**config.mk**
```make
export PLATFORM = sky130hd
export DESIGN_NAME = gemm_mem_streamer
export DESIGN_NICKNAME = d
export VERILOG_FILES = /design/src/rtl/gemm_mem_streamer.sv
export SDC_FILE = /design/constraint.sdc
export NUM_CORES = 1
export LEC_CHECK = 0
export CAP_MARGIN = 10
export CORE_AREA = 2 2 248 250
export DETAILED_ROUTE_END_ITERATION = 7
export DIE_AREA = 0 0 250 252
export PLACE_DENSITY = 0.49
export SLEW_MARGIN = 10
export SYNTH_ARGS = -nofsm -noshare
export SYNTH_HDL_FRONTEND = slang
export SYNTH_SLANG_ARGS = --single-unit
export TNS_END_PERCENT = 5
```
**constraint.sdc**
```tcl
create_clock -name clk -period 17.4 [get_ports clk]
set_input_delay 5.22 -clock clk [delete_from_list [all_inputs] [get_ports clk]]
set_output_delay 5.22 -clock clk [all_outputs]
set_load 0.03 [all_outputs]
```
**src/rtl/gemm_mem_streamer.sv**
```systemverilog
// gemm_mem_streamer: 2-D descriptor walker driving the banked scratchpad's
// 16-byte interface port. It issues one unaligned row access per row. In read
// mode the rows go out on a valid/ready stream. In write mode an incoming
// valid/ready stream becomes masked row writes.
// Optional feature: define GEMM_STREAMER_STALL_CNT_EN to add the stall_cycles
// counter output.
module gemm_mem_streamer #(
    parameter int NUM_RAMS = 16,
    parameter int D_WID    = 8,
    parameter int ADDR_W   = 32,
    parameter int ROWS_W   = 8
) (
`ifdef GEMM_STREAMER_STALL_CNT_EN
    output logic [31:0]               stall_cycles,
`endif
    input  logic                      clk,
    input  logic                      rst,
    input  logic                      start,
    input  logic                      cfg_dir,
    input  logic [ADDR_W-1:0]         cfg_base,
    input  logic [ADDR_W-1:0]         cfg_stride,
    input  logic [ROWS_W-1:0]         cfg_rows,
    input  logic [4:0]                cfg_len,
    output logic                      busy,
    output logic                      done,
    output logic [NUM_RAMS*D_WID-1:0] rd_data,
    output logic                      rd_valid,
    input  logic                      rd_ready,
    input  logic [NUM_RAMS*D_WID-1:0] wr_data,
    input  logic                      wr_valid,
    output logic                      wr_ready,
    output logic                      mem_en,
    output logic                      mem_rdwr,
    output logic [4:0]                mem_control,
    output logic [ADDR_W-1:0]         mem_addr,
    output logic [NUM_RAMS*D_WID-1:0] mem_wr_data,
    input  logic [NUM_RAMS*D_WID-1:0] mem_rd_data
);
    localparam int DW = NUM_RAMS * D_WID;

    typedef enum logic [2:0] {S_IDLE, S_RD, S_DRAIN, S_WR, S_DONE} state_t;

    state_t            state_q, state_d;
    logic [ADDR_W-1:0] addr_q, addr_d;
    logic [ADDR_W-1:0] stride_q, stride_d;
    logic [ROWS_W-1:0] rows_q, rows_d;
    logic [4:0]        len_q, len_d;

    logic              inflight_q;
    logic [1:0]        cnt_q;
    logic              rd_ptr_q, wr_ptr_q;
    logic [DW-1:0]     fifo_q [2];

    logic              push, pop, rd_issue, wr_hs;
    logic [1:0]        occ;

    // Datapath handshakes and port outputs derived from the current state.
    // The issue rule credits a same-cycle pop so that a consumer holding
    // rd_ready high sees one row per cycle without ever overflowing the FIFO.
    always_comb begin
        busy        = (state_q != S_IDLE);
        done        = (state_q == S_DONE);
        rd_valid    = (cnt_q != 2'd0);
        pop         = rd_valid && rd_ready;
        push        = inflight_q;
        occ         = cnt_q + {1'b0, inflight_q} - {1'b0, pop};
        rd_issue    = (state_q == S_RD) && (rows_q != '0) && (occ < 2'd2);
        wr_ready    = (state_q == S_WR) && (rows_q != '0);
        wr_hs       = wr_ready && wr_valid;
        mem_en      = rd_issue || wr_hs;
        mem_rdwr    = wr_hs;
        mem_control = len_q;
        mem_addr    = addr_q;
        mem_wr_data = wr_data;
        rd_data     = fifo_q[rd_ptr_q];
    end

    // Next-state logic: descriptor latch, row walking and job sequencing.
    always_comb begin
        state_d  = state_q;
        addr_d   = addr_q;
        stride_d = stride_q;
        rows_d   = rows_q;
        len_d    = len_q;
        case (state_q)
            S_IDLE: begin
                if (start) begin
                    addr_d   = cfg_base;
                    stride_d = cfg_stride;
                    rows_d   = cfg_rows;
                    len_d    = (cfg_len > 5'd16) ? 5'd16 : cfg_len;
                    if (cfg_rows == '0) state_d = S_DONE;
                    else if (cfg_dir)   state_d = S_WR;
                    else                state_d = S_RD;
                end
            end
            S_RD: begin
                if (rd_issue) begin
                    addr_d = addr_q + stride_q;
                    rows_d = rows_q - ROWS_W'(1);
                    if (rows_q == ROWS_W'(1)) state_d = S_DRAIN;
                end
            end
            S_DRAIN: begin
                // Leave as soon as the last buffered row is being popped.
                if (!inflight_q && ((cnt_q == 2'd0) || ((cnt_q == 2'd1) && pop)))
                    state_d = S_DONE;
            end
            S_WR: begin
                if (wr_hs) begin
                    addr_d = addr_q + stride_q;
                    rows_d = rows_q - ROWS_W'(1);
                    if (rows_q == ROWS_W'(1)) state_d = S_DONE;
                end
            end
            S_DONE:  state_d = S_IDLE;
            default: state_d = S_IDLE;
        endcase
    end

    // Control registers; reset abandons any job in progress.
    always_ff @(posedge clk or posedge rst) begin
        if (rst) begin
            state_q  <= S_IDLE;
            addr_q   <= '0;
            stride_q <= '0;
            rows_q   <= '0;
            len_q    <= '0;
        end else begin
            state_q  <= state_d;
            addr_q   <= addr_d;
            stride_q <= stride_d;
            rows_q   <= rows_d;
            len_q    <= len_d;
        end
    end

    // Read-return FIFO bookkeeping; clearing inflight drops data issued before reset.
    always_ff @(posedge clk or posedge rst) begin
        if (rst) begin
            inflight_q <= 1'b0;
            cnt_q      <= 2'd0;
            rd_ptr_q   <= 1'b0;
            wr_ptr_q   <= 1'b0;
        end else begin
            inflight_q <= rd_issue;
            cnt_q      <= cnt_q + {1'b0, push} - {1'b0, pop};
            if (push) wr_ptr_q <= ~wr_ptr_q;
            if (pop)  rd_ptr_q <= ~rd_ptr_q;
        end
    end

    // FIFO storage captures memory read lanes one cycle after each issue.
    always_ff @(posedge clk) begin
        if (push) fifo_q[wr_ptr_q] <= mem_rd_data;
    end

`ifdef GEMM_STREAMER_STALL_CNT_EN
    logic [31:0] stall_q;
    logic        stall_ev;

    // Stall event: output stalled by consumer, or input starved by producer.
    always_comb begin
        stall_ev = busy && ((rd_valid && !rd_ready) || (wr_ready && !wr_valid));
    end

    // Saturating stall counter, restarted on every accepted job.
    always_ff @(posedge clk or posedge rst) begin
        if (rst)                               stall_q <= '0;
        else if ((state_q == S_IDLE) && start) stall_q <= '0;
        else if (stall_ev && (stall_q != '1))  stall_q <= stall_q + 32'd1;
    end

    assign stall_cycles = stall_q;
`endif

endmodule

```
# Word-level counts from Yosys, hierarchy flattened
# Memory sizes are Yosys's and may differ from the RTL's.
# Cells that the tools add are included.
# word_totals
register_bits	85
latch_bits	0
mem_bits_rw	256
romBits	0
inputBits	339
out_inout_bits	299
wordCells	70
n_memories	1
# mem_list
name	words	width	rd	rd_ports_with_merged_regs	wr	line	rtl
fifo_q	2	128	1	0	1	52	logic [DW-1:0] fifo_q [2];
# op_classes
add_sub_neg	4
mul	0
div	0
magnitude_cmp	2
n_eq_ne	12
shifts	0
muxes	20
bitwise_logic	2
n_reduce_logical	20
# ops
cell	count
$mux W32	3
$pmux W32 S3	1
$add A32 B32 Y32	1
$mux W8	3
$pmux W8 S3	1
$mux W3	7
$pmux W3 S4	1
$eq A8 B1 Y1 const B	1
$logic_not A8 Y1	1
$ne A2 B2 Y1 const B	4
$reduce_bool A8 Y1	1
$sub A8 B1 Y8 const B	1
$logic_and A1 B1 Y1	7
$eq A3 B2 Y1 const B	2
$reduce_and A6 Y1	1
$reduce_bool A3 Y1	2
$gt A5 B5 Y1 const B	1
$mux W5	1
$ne A2 B1 Y1 const B	2
$reduce_and A4 Y1	1
$eq A3 B1 Y1 const B	1
$eq A3 B3 Y1 const B	1
$logic_not A3 Y1	1
$add A2 B1 Y2	1
other kinds (11)	14

# Longest topological paths before layout
# Gate-level depths: netlist (run 1).
# logic_depth
depth_word	7
mapped_depth	16
depth_no_buf	14

# Worst setup path before layout (run 1)
# No wires, ideal clock.
# synth_path
path_type	in2out
start	in rd_ready
end	out mem_en
arrival_ps	7161
required_time_ps	12180
path_slack_ps	5019
stages	13
path_buffers	1
path_cell_list	and2_1 -> ha_1 -> inv_1 -> ha_1 -> xnor2_1 -> xnor2_1 -> o21ai_0 -> and3_1 -> a21oi_2 -> nor2_1 -> buf_2 -> nand2_1 -> inv_1
# synth_via
elab_chain_len	5
# synth_rtl
item	line	rtl
start, declared	28	input logic rd_ready,
$logic_and A1 B1 Y1	64	pop = rd_valid && rd_ready;
$sub A2 B1 Y2	66	occ = cnt_q + {1'b0, inflight_q} - {1'b0, pop};
net occ[1]	55	logic [1:0] occ;
$lt A2 B2 Y1	67	rd_issue = (state_q == S_RD) && (rows_q != '0) && (occ < 2'd2);
$logic_and A1 B1 Y1	67	
$logic_or A1 B1 Y1	70	mem_en = rd_issue || wr_hs;
end, declared	32	output logic mem_en,
# The timed path passes the listed nets, and every way through them passes these cells.

# Final worst setup path (run 1)
# layout_path
start	in rd_ready
end	out mem_en
# layout_via
elab_chain_len	5
# layout_rtl
item	line	rtl
$logic_and A1 B1 Y1	64	
net pop	54	logic push, pop, rd_issue, wr_hs;
$sub A2 B1 Y2	66	
net occ[1]	55	
$lt A2 B2 Y1	67	
$logic_and A1 B1 Y1	67	
$logic_or A1 B1 Y1	70	
# The timed path passes the listed nets, and every way through them passes these cells.

==> results.py, run 1 <==
metrics = {
    "outcome": {
        "status": "completed",
    },
    "setup_path": {
        "reg2reg_depth": 15,
        "cp_max_fo": 33,
        "cp.required_ns": 12.18,
        "crit_arrival_ns": 8.47,
        "rrSetupSlack_ns": 14.02,
        "crit_path_end_kind": "output pin",
        "cp-start-kind": "input pin",
        "worstReg2RegStart": "cnt_q[1]$_DFF_PP0_",
        "crit_type": "in2out",
        "slowest_delay_ns": 0.68,
        "critical-path-slowest-cell": "clkdlybuf4s50_1",
        "path_cells": "clkdlybuf4s50_1 > and2_1 > ha_1 > inv_1 > ha_1 > xnor2_1 > xnor2_1 > o21ai_0 > and3_1 > a21oi_2 > nor2_2 > buf_4 > nand2_1 > inv_1 > clkdlybuf4s50_1",
        "path_delay_family": "buffers and inverters",
        "critPathBufInv": 5,
        "reg2reg_to": "mem_addr[28]$_DFFE_PP0P_",
    },
    "global_route": {
        "grt_usage": 0.142,
        "antenna_found_initial": 6,
        "grt_pass1_vias": 10700,
        "grt-ovfl-total": 0,
        "grt_max_degree": 78,
        "grt_pass1_wl_um": 68400,
    },
    "timing": {
        "slew_headroom": 0.287,
        "rsz0062_at_grt": "no",
        "worst_clock_skew_ns": 0.0145,
        "hold_slack_ns": 0.480,
        "hold_violations": 0,
        "worst_slew_pin_slew_ns": 1.07,
        "fmax_mhz": 73.0,
        "setup-violations-final": 0,
        "min_period_ns": 13.69,
        "finalCritPeriodShare": 0.787,
        "maxSlewViolCount": 0,
        "setup_tns_ns": 0,
    },
    "die": {
        "die_w_um": 250,
        "die-height_um": 252,
        "dieArea_sq_um": 63000,
        "rows": 90,
        "initial_core_util": 0.259,
        "io_pins": 638,
        "fp.coreArea_sq_um": 60100,
    },
    "cts": {
        "clkSinkCount": 341,
        "cts_buffers": 41,
        "cts-hold-fix-buffers": 0,
        "path_clk_slew_ns": 0.05,
        "cts_resized": 0,
        "cts_setup_buffers": 0,
        "clk_latency_ns": 0.55,
        "cts_root_buf": "clkbuf_16",
        "htreeDepth": 2,
        "cts_tree": "yes",
        "clockBufferDepth": 3,
    },
    "synthesis": {
        "synth_top_area_cell": "edfxtp_1",
        "yosysWarnings": 0,
        "ys_seq_elements": 341,
        "netlist_area_sq_um": 15600,
        "ys_types": 63,
        "syn-num-nets": 1568,
        "syn_avg_cell_area_sq_um": 13.1,
        "synth_edf_count": 256,
        "syn_inst": 1192,
        "synth_common_cells": "256 x edfxtp_1, 162 x nand2_1, 131 x mux2_2",
        "synth_flop_cell": "edfxtp_1",
        "synth_most_common_cell": "edfxtp_1",
        "async_flop_share": 0.249,
        "ys_seq_area_frac": 0.630,
        "synth_top_area_frac": 0.494,
        "yosys-top-cells-area": "edfxtp_1 49%, dfrtp_1 14%, mux2_2 9.5%",
    },
    "worst_hold_path": {
        "hp-start": "stride_q[16]$_DFFE_PP0P_",
        "min_to": "stride_q[16]$_DFFE_PP0P_",
        "whs_path_depth": 2,
        "hp-class": "reg2reg",
    },
    "placed_design": {
        "portBuffers": 381,
        "gp_congestion": 0.781,
        "dp_hpwl_um": 32900,
    },
    "power": {
        "power_density_nw_per_um2": 185,
        "power.leakage_uw": 0.00756,
        "peakVddDrop_mv": 0.0841,
    },
    "route": {
        "wl_per_cell_um": 20.4,
        "vias": 10200,
        "drc": 0,
        "antenna_left": 0,
        "vias_per_cell": 4.50,
        "wl_um": 46200,
        "drtPass1Iterations": 4,
        "drt_iter0_drc": 441,
    },
    "layout": {
        "multi_input_area_sq_um": 4580,
        "area_growth_pct": 32.7,
        "fillers": 5981,
        "seqCellArea_sq_um": 9820,
        "fin_nets": 1831,
        "layout-drive-gt1-share": 0.146,
    },
    "run": {
        "maxCapViolCount": 0,
    },
}
cell type report:
| cell class | count | area share |
|---|---|---|
| Antenna cell | 1 | 0.000121 |
| Clock buffer | 56 | 0.0544 |
| Clock inverter | 17 | 0.0102 |
| Inverter | 14 | 0.00260 |
| Multi-Input combinational cell | 665 | 0.222 |
| Sequential cell | 341 | 0.475 |
| Tap cell | 782 | 0.0474 |
| Timing Repair Buffer | 392 | 0.189 |
layer usage:
| layer | track usage | vias up | part of all wire |
|---|---|---|---|
| met5 | 0.0201 | - | 0.0050 |
| met4 | 0.0286 | 16 | 0.015 |
| met3 | 0.0735 | 57 | 0.11 |
| met2 | 0.221 | 452 | 0.45 |
| met1 | 0.174 | 4967 | 0.42 |
| li1 | - | 4704 | - |
sequential cells by signal, indices dropped and copies added (netlist names):
name	cells
mem_control	5
stride_q	32
rd_ptr_q	1
cnt_q	2
fifo_q	256
rows_q	8
inflight_q	1
state_q	3
mem_addr	32
wr_ptr_q	1
kinds of logic (layout without fill, tap and decap cells):
logic type               count (synthesis)  after routing  synth area share
flip-flops                             341            341             0.630
AND/OR/NAND/NOR                        291            291            0.0818
buffers and inverters                  186            479            0.0767
AO/OA/AOI/OAI                          174            174            0.0678
multiplexers                           134            134            0.0967
adder cells (fa/ha/maj)                 37             37            0.0302
XOR/XNOR                                29             29            0.0163
other                                    0              1                 0
through the flow:
stage / instances / total power [uW] / instance area [sq um] / util / worst slack [ns]
floorplan: 1192 / 2420 / 15600 / - / 5.02
global placement: 2194 / 2990 / 19300 / 0.321 / 3.69
detailed placement: 2194 / 3000 / 19300 / 0.321 / 3.72
CTS: 2267 / 3880 / 20700 / 0.344 / 3.69
global route: 2267 / 4060 / 20700 / 0.344 / 3.45
finish: 2268 / 3820 / 20700 / 0.344 / 3.71
worst max-delay path by stage:
stage             end     start  cells after the start  slack (ns)
3_3_place_gp   mem_en  rd_ready                     15        3.69
2_1_floorplan  mem_en  rd_ready                     13        5.02
4_1_cts        mem_en  rd_ready                     15        3.69
5_1_grt        mem_en  rd_ready                     15        3.45
3_5_place_dp   mem_en  rd_ready                     15        3.72
6_report       mem_en  rd_ready                     15        3.71
worst reg2reg max path, stage by stage (launching register included):
cell and delay (ns):
dfrtp_1 0.40, or2_2 0.31, and2_1 0.19, ha_1 0.27, inv_1 0.04, ha_1 0.18, xnor2_1 0.13, xnor2_1 0.16
o21ai_0 0.16, and3_1 0.22, a21oi_2 0.05, or2_2 0.28, buf_4 0.29, or3_1 0.47, o21ai_0 0.08, a21oi_1 0.06
power by group:
group          total, uW  leakage, uW  switching (uW)  internal (uW)
registers           1210      0.00335             138           1070
clock network        849     0.000651             335            513
logic               1760      0.00356            1030            731
total               3820      0.00756            1500           2310
cells in the final DEF, fill, tap and decap left out, types with 16 or more instances in the layout:
cell type	instances
a21oi_1	70
clkbuf_16	42
clkdlybuf4s50_1	381
dfrtp_1	84
edfxtp_1	256
ha_1	36
mux2_2	131
nand2_1	162
nor2_1	59
o21ai_0	39
xor2_1	16
No activity file was read; power rests on OpenSTA's default activity.
==> run 2: changes to the inputs <==
--- a/config.mk
+++ b/config.mk
@@ -6,10 +6,10 @@
 export NUM_CORES = 1
 export LEC_CHECK = 0
 export CAP_MARGIN = 10
-export CORE_AREA = 2 2 248 250
+export CORE_AREA = 2 2 249 251
 export DETAILED_ROUTE_END_ITERATION = 7
-export DIE_AREA = 0 0 250 252
-export PLACE_DENSITY = 0.49
+export DIE_AREA = 0 0 251 253
+export PLACE_DENSITY = 0.5
 export SLEW_MARGIN = 10
 export SYNTH_ARGS = -nofsm -noshare
 export SYNTH_HDL_FRONTEND = slang
==> constraint.sdc (replaced) <==
create_clock -name clk -period 11.8 [get_ports clk]
set_input_delay 3.54 -clock clk [delete_from_list [all_inputs] [get_ports clk]]
set_output_delay 3.54 -clock clk [all_outputs]
set_load 0.03 [all_outputs]
==> run 2 against run 1 <==
  * Setup slack got worse by 2.0 ns
  * Critical path depth shrank 1
  * Global-route usage about the same
  * Critical endpoint unchanged
==> results.py, run 2 (synthesized netlist as in run 1, its figures left out) <==
metrics = {
    "placed_design": {
        "gp_congestion": 0.792,
        "dp.cells": 2202,
        "dp_hpwl_um": 32700,
        "portBuffers": 381,
        "place_area_sq_um": 19300,
    },
    "layout": {
        "final_cell_mix": "381 x clkdlybuf4s50_1, 256 x edfxtp_1, 162 x nand2_1, 131 x mux2_2, 84 x dfrtp_1",
        "layout_commonest_cell": "clkdlybuf4s50_1",
        "multi_input_area_sq_um": 4580,
        "fin_cells": 2280,
        "layout-drive-gt1-share": 0.145,
        "largest_reg_flops": 256,
        "seqCellArea_sq_um": 9820,
        "regMostFlops": "fifo_q",
        "area_growth_pct": 32.5,
        "fin_nets": 1832,
        "final_area_sq_um": 20600,
        "fillers": 6077,
    },
    "route": {
        "drt_iter0_drc": 431,
        "drtPass1Iterations": 4,
        "wl_um": 46700,
        "vias": 10300,
        "wl_per_cell_um": 20.5,
        "drc": 0,
        "vias_per_cell": 4.50,
        "antenna_left": 0,
    },
    "cts": {
        "cts_resized": 0,
        "cts_tree": "yes",
        "cts_setup_buffers": 0,
        "clkSinkCount": 341,
        "cts_buffers": 42,
        "cts_root_buf": "clkbuf_16",
        "clockBufferDepth": 3,
        "cts-hold-fix-buffers": 0,
        "clk_latency_ns": 0.56,
        "htreeDepth": 2,
        "path_clk_slew_ns": 0.05,
    },
    "timing": {
        "min_period_ns": 10.13,
        "worst_slew_pin_slew_ns": 1.02,
        "fmax_mhz": 98.7,
        "worst_clock_skew_ns": 0.0159,
        "maxSlewViolCount": 0,
        "setup-violations-final": 0,
        "rsz0062_at_grt": "no",
        "setup_tns_ns": 0,
        "slew_headroom": 0.323,
        "hold_violations": 0,
        "finalCritPeriodShare": 0.859,
    },
    "power": {
        "p_total_uw": 5580,
        "power_density_nw_per_um2": 271,
        "peakVddDrop_mv": 0.131,
        "power.leakage_uw": 0.00754,
    },
    "worst_hold_path": {
        "hp-class": "reg2reg",
    },
    "setup_path": {
        "reg2reg_to": "mem_addr[24]$_DFFE_PP0P_",
        "slowest_delay_ns": 0.69,
        "critical-path-slowest-cell": "clkdlybuf4s50_1",
        "cp.required_ns": 8.26,
        "cp-start-kind": "input pin",
        "crit_path_end_kind": "output pin",
        "reg2reg_depth": 11,
        "crit_arrival_ns": 6.59,
        "rrSetupSlack_ns": 8.43,
        "critPathCapture": "mem_en",
        "cp_max_fo": 4,
        "startpoint": "rd_ready",
        "path_cells": "clkdlybuf4s50_1 > and2_1 > ha_1 > inv_1 > ha_1 > xnor2_1 > xnor2_1 > o21ai_0 > and3_1 > a21oi_2 > nor2_2 > nand2_1 > inv_1 > clkdlybuf4s50_1",
        "crit_type": "in2out",
        "worstReg2RegStart": "mem_addr[0]$_DFFE_PP0P_",
    },
    "die": {
        "dieArea_sq_um": 63500,
        "die_w_um": 251,
        "initial_core_util": 0.255,
        "io_pins": 638,
        "die-height_um": 253,
        "rows": 91,
        "fp.coreArea_sq_um": 61000,
    },
    "global_route": {
        "grt_max_degree": 71,
        "grt-ovfl-total": 0,
        "grt_pass1_wl_um": 68300,
        "grt_pass1_vias": 10700,
        "grt_usage": 0.142,
        "antenna_found_initial": 3,
    },
    "run": {
        "maxCapViolCount": 0,
    },
    "outcome": {
        "status": "completed",
    },
}
==> run 2: report_power, final <==
group,internal [uW],switching (uW)
registers,1580,201
logic,1080,1520
clock network,712,501
==> run 2: layout make-up <==
class                   instances  share of cell area
flip-flops and latches        341               0.476
clock buffers                  53              0.0540
inverters                      14             0.00261
well taps                     790              0.0479
diodes                          3            0.000364
multi-input cells             665               0.222
repair buffers                392               0.189
clock inverters                22             0.00855
==> run 2: stage by stage <==
stage	utilization	hold WS, ns	worst slack (ns)
floorplan	-	0.450	2.78
global placement	0.317	0.455	1.64
detailed placement	0.317	0.459	1.65
CTS	0.338	0.476	1.63
global route	0.338	0.499	1.46
finish	0.338	0.476	1.67
==> run 2: worst min path at each step <==
stage                                          start                         end  slack (ns)  cells past startpoint
after global placement    mem_control[0]$_DFFE_PP0P_  mem_control[0]$_DFFE_PP0P_        0.46                      2
after global routing        stride_q[15]$_DFFE_PP0P_    stride_q[15]$_DFFE_PP0P_        0.50                      2
after detailed placement  mem_control[3]$_DFFE_PP0P_  mem_control[3]$_DFFE_PP0P_        0.46                      2
final                     mem_control[3]$_DFFE_PP0P_  mem_control[3]$_DFFE_PP0P_        0.48                      2
after CTS                 mem_control[3]$_DFFE_PP0P_  mem_control[3]$_DFFE_PP0P_        0.48                      2
after floorplan              stride_q[0]$_DFFE_PP0P_     stride_q[0]$_DFFE_PP0P_        0.45                      2
==> run 2: critical path, delay by kind of cell <==
kind | cells | cell delay (ns)
adders and majority gates | 2 | 0.45
buffers and inverters | 4 | 1.30
xor gates and xnor gates | 2 | 0.31
and+or+nand+nor | 4 | 0.76
AOI/OAI and AO/OA | 2 | 0.21
==> run 2: layer usage <==
metal | global-route usage | share of wire
met2 | 0.218 | 0.44
met5 | 0.0255 | 0.0053
met3 | 0.0738 | 0.11
met1 | 0.173 | 0.42
met4 | 0.0372 | 0.021
==> run 3: changes to the inputs <==
--- a/config.mk
+++ b/config.mk
@@ -6,10 +6,10 @@
 export NUM_CORES = 1
 export LEC_CHECK = 0
 export CAP_MARGIN = 10
-export CORE_AREA = 2 2 249 251
+export CORE_AREA = 2 2 245 247
 export DETAILED_ROUTE_END_ITERATION = 7
-export DIE_AREA = 0 0 251 253
-export PLACE_DENSITY = 0.5
+export DIE_AREA = 0 0 247 249
+export PLACE_DENSITY = 0.52
 export SLEW_MARGIN = 10
 export SYNTH_ARGS = -nofsm -noshare
 export SYNTH_HDL_FRONTEND = slang
==> run 3 against run 2 <==
  * Sequential cell count unchanged
  * Total power decreased by 2.0%
  * Clock-buffer cell count decreased by 1
  * Register-to-register slack about the same
  * Wire length decreased by 4.7%
  * Cell area decreased by 0.74%
  * Sequential share of layout area increased by 0.35 points
  * Non-clock buffer count increased by 1
  * Largest cell class unchanged
==> results.py, run 3 (synthesized netlist as in run 1, its figures left out) <==
metrics = {
    "power": {
        "peakVddDrop_mv": 0.148,
        "power_frac_clock": 0.203,
        "power_density_nw_per_um2": 267,
        "combPwrFrac": 0.475,
        "p_sw_uw": 2190,
        "power.leakage_uw": 0.00747,
        "sw_frac_of_total": 0.400,
        "power.internal_uw": 3280,
        "power_frac_seq": 0.322,
    },
    "die": {
        "dieArea_sq_um": 61500,
        "die-height_um": 249,
        "die_w_um": 247,
        "io_pins": 638,
        "fp.coreArea_sq_um": 58700,
        "rows": 89,
        "initial_core_util": 0.265,
    },
    "global_route": {
        "grt-ovfl-total": 0,
        "grt_usage": 0.138,
        "antenna_found_initial": 4,
        "grt_pass1_wl_um": 65000,
        "grt_pass1_vias": 10400,
        "grt_max_degree": 70,
    },
    "cts": {
        "htreeDepth": 2,
        "path_clk_slew_ns": 0.05,
        "cts-hold-fix-buffers": 0,
        "clockBufferDepth": 3,
        "clkSinkCount": 341,
        "cts_resized": 0,
        "cts_buffers": 40,
        "cts_setup_buffers": 0,
        "cts_root_buf": "clkbuf_16",
        "clk_latency_ns": 0.55,
        "cts_tree": "yes",
    },
    "run": {
        "maxCapViolCount": 0,
    },
    "timing": {
        "finalCritPeriodShare": 0.855,
        "slew_headroom": 0.336,
        "hold_violations": 0,
        "maxSlewViolCount": 0,
        "worst_clock_skew_ns": 0.0150,
        "fmax_mhz": 99.1,
        "rsz0062_at_grt": "no",
        "setup-violations-final": 0,
        "min_period_ns": 10.09,
        "worst_slew_pin_slew_ns": 0.995,
        "setup_tns_ns": 0,
    },
    "setup_path": {
        "crit_type": "in2out",
        "crit_arrival_ns": 6.55,
        "cp-start-kind": "input pin",
        "crit_path_end_kind": "output pin",
        "cp.required_ns": 8.26,
        "cp_max_fo": 4,
        "reg2reg_depth": 15,
    },
    "worst_hold_path": {
        "whs_path_depth": 2,
        "hp-class": "reg2reg",
    },
    "route": {
        "drc": 0,
        "drtPass1Iterations": 4,
        "vias": 10200,
        "drt_iter0_drc": 428,
        "wl_um": 44500,
        "wl_per_cell_um": 19.7,
        "antenna_left": 0,
        "vias_per_cell": 4.53,
    },
    "layout": {
        "regMostFlops": "fifo_q",
        "seqCellArea_sq_um": 9820,
        "layout_commonest_cell": "clkdlybuf4s50_1",
        "layout-drive-gt1-share": 0.141,
        "area_growth_pct": 31.5,
        "multi_input_area_sq_um": 4580,
        "largest_reg_flops": 256,
        "final_area_sq_um": 20500,
        "fin_nets": 1831,
        "fillers": 5752,
        "final_cell_mix": "381 x clkdlybuf4s50_1, 256 x edfxtp_1, 162 x nand2_1, 131 x mux2_2, 84 x dfrtp_1",
        "insertedDiodeCount": 0,
    },
    "placed_design": {
        "portBuffers": 381,
        "gp_congestion": 0.794,
        "dp_hpwl_um": 31600,
        "place_area_sq_um": 19300,
    },
    "outcome": {
        "status": "completed",
    },
}
-- run 3: cell types whose count changed in the layout (fill, tap and decap cells not counted), sizes merged --
cell and change:
buf +1, bufinv -2, clkinv -2, clkinvlp +2
diode -3, clkbuf -1
-- run 3: per-layer routing --
metal,vias up,track usage,share of wire
li1,4697,-,-
met1,4951,0.175,0.42
met2,513,0.211,0.44
met3,60,0.0644,0.12
met4,10,0.0320,0.018
met5,-,0.0207,0.0045
-- run 3: area by class of cell --
class	count	share of cell area
inverter	14	0.00263
clock inverter	20	0.00550
sequential	341	0.479
multi-input combinational	665	0.223
timing repair buffer	393	0.191
tap	773	0.0472
clock buffer	52	0.0511
-- run 3: worst paths after layout --
| path | startpoint | endpoint | slack, ns |
|---|---|---|---|
| hold / removal | mem_control[0]$_DFFE_PP0P_ | mem_control[0]$_DFFE_PP0P_ | 0.47 |
| hold reg to reg | mem_control[0]$_DFFE_PP0P_ | mem_control[0]$_DFFE_PP0P_ | 0.47 |
| min in group asynchronous | rst | rd_ptr_q$_DFFE_PP0P_ | 3.27 |
| max in group asynchronous | rst | mem_addr[26]$_DFFE_PP0P_ | 7.30 |
| setup / recovery | rd_ready | mem_en | 1.71 |
| setup reg to reg | cnt_q[1]$_DFF_PP0_ | mem_addr[30]$_DFFE_PP0P_ | 8.42 |
-- run 3: power groups by stage --
stage	registers [uW]	clock network, uW	logic, uW
finish	1760	1110	2600
global route	1790	1210	2820
CTS	1770	1160	2630
detailed placement	1790	0	2610
global placement	1780	0	2600
floorplan	1840	0	1720
-- run 3: critical path, cell delays in order --
cell and delay (ns):
clkdlybuf4s50_1 0.41, and2_1 0.17, ha_1 0.28, inv_1 0.04, ha_1 0.17, xnor2_1 0.19
xnor2_1 0.13, o21ai_0 0.14, and3_1 0.21, a21oi_2 0.05, nor2_2 0.18, nand2_1 0.17
inv_1 0.16, clkdlybuf4s50_1 0.70
-- run 3: metrics by stage --
| stage | utilization | total power [uW] | setup slack, ns | hold slack (ns) | cells |
|---|---|---|---|---|---|
| floorplan | - | 3560 | 2.78 | 0.450 | 1192 |
| global placement | 0.329 | 4380 | 1.61 | 0.455 | 2186 |
| detailed placement | 0.329 | 4390 | 1.64 | 0.464 | 2186 |
| CTS | 0.349 | 5550 | 1.61 | 0.484 | 2258 |
| global route | 0.349 | 5820 | 1.44 | 0.496 | 2258 |
| finish | 0.349 | 5470 | 1.71 | 0.474 | 2258 |
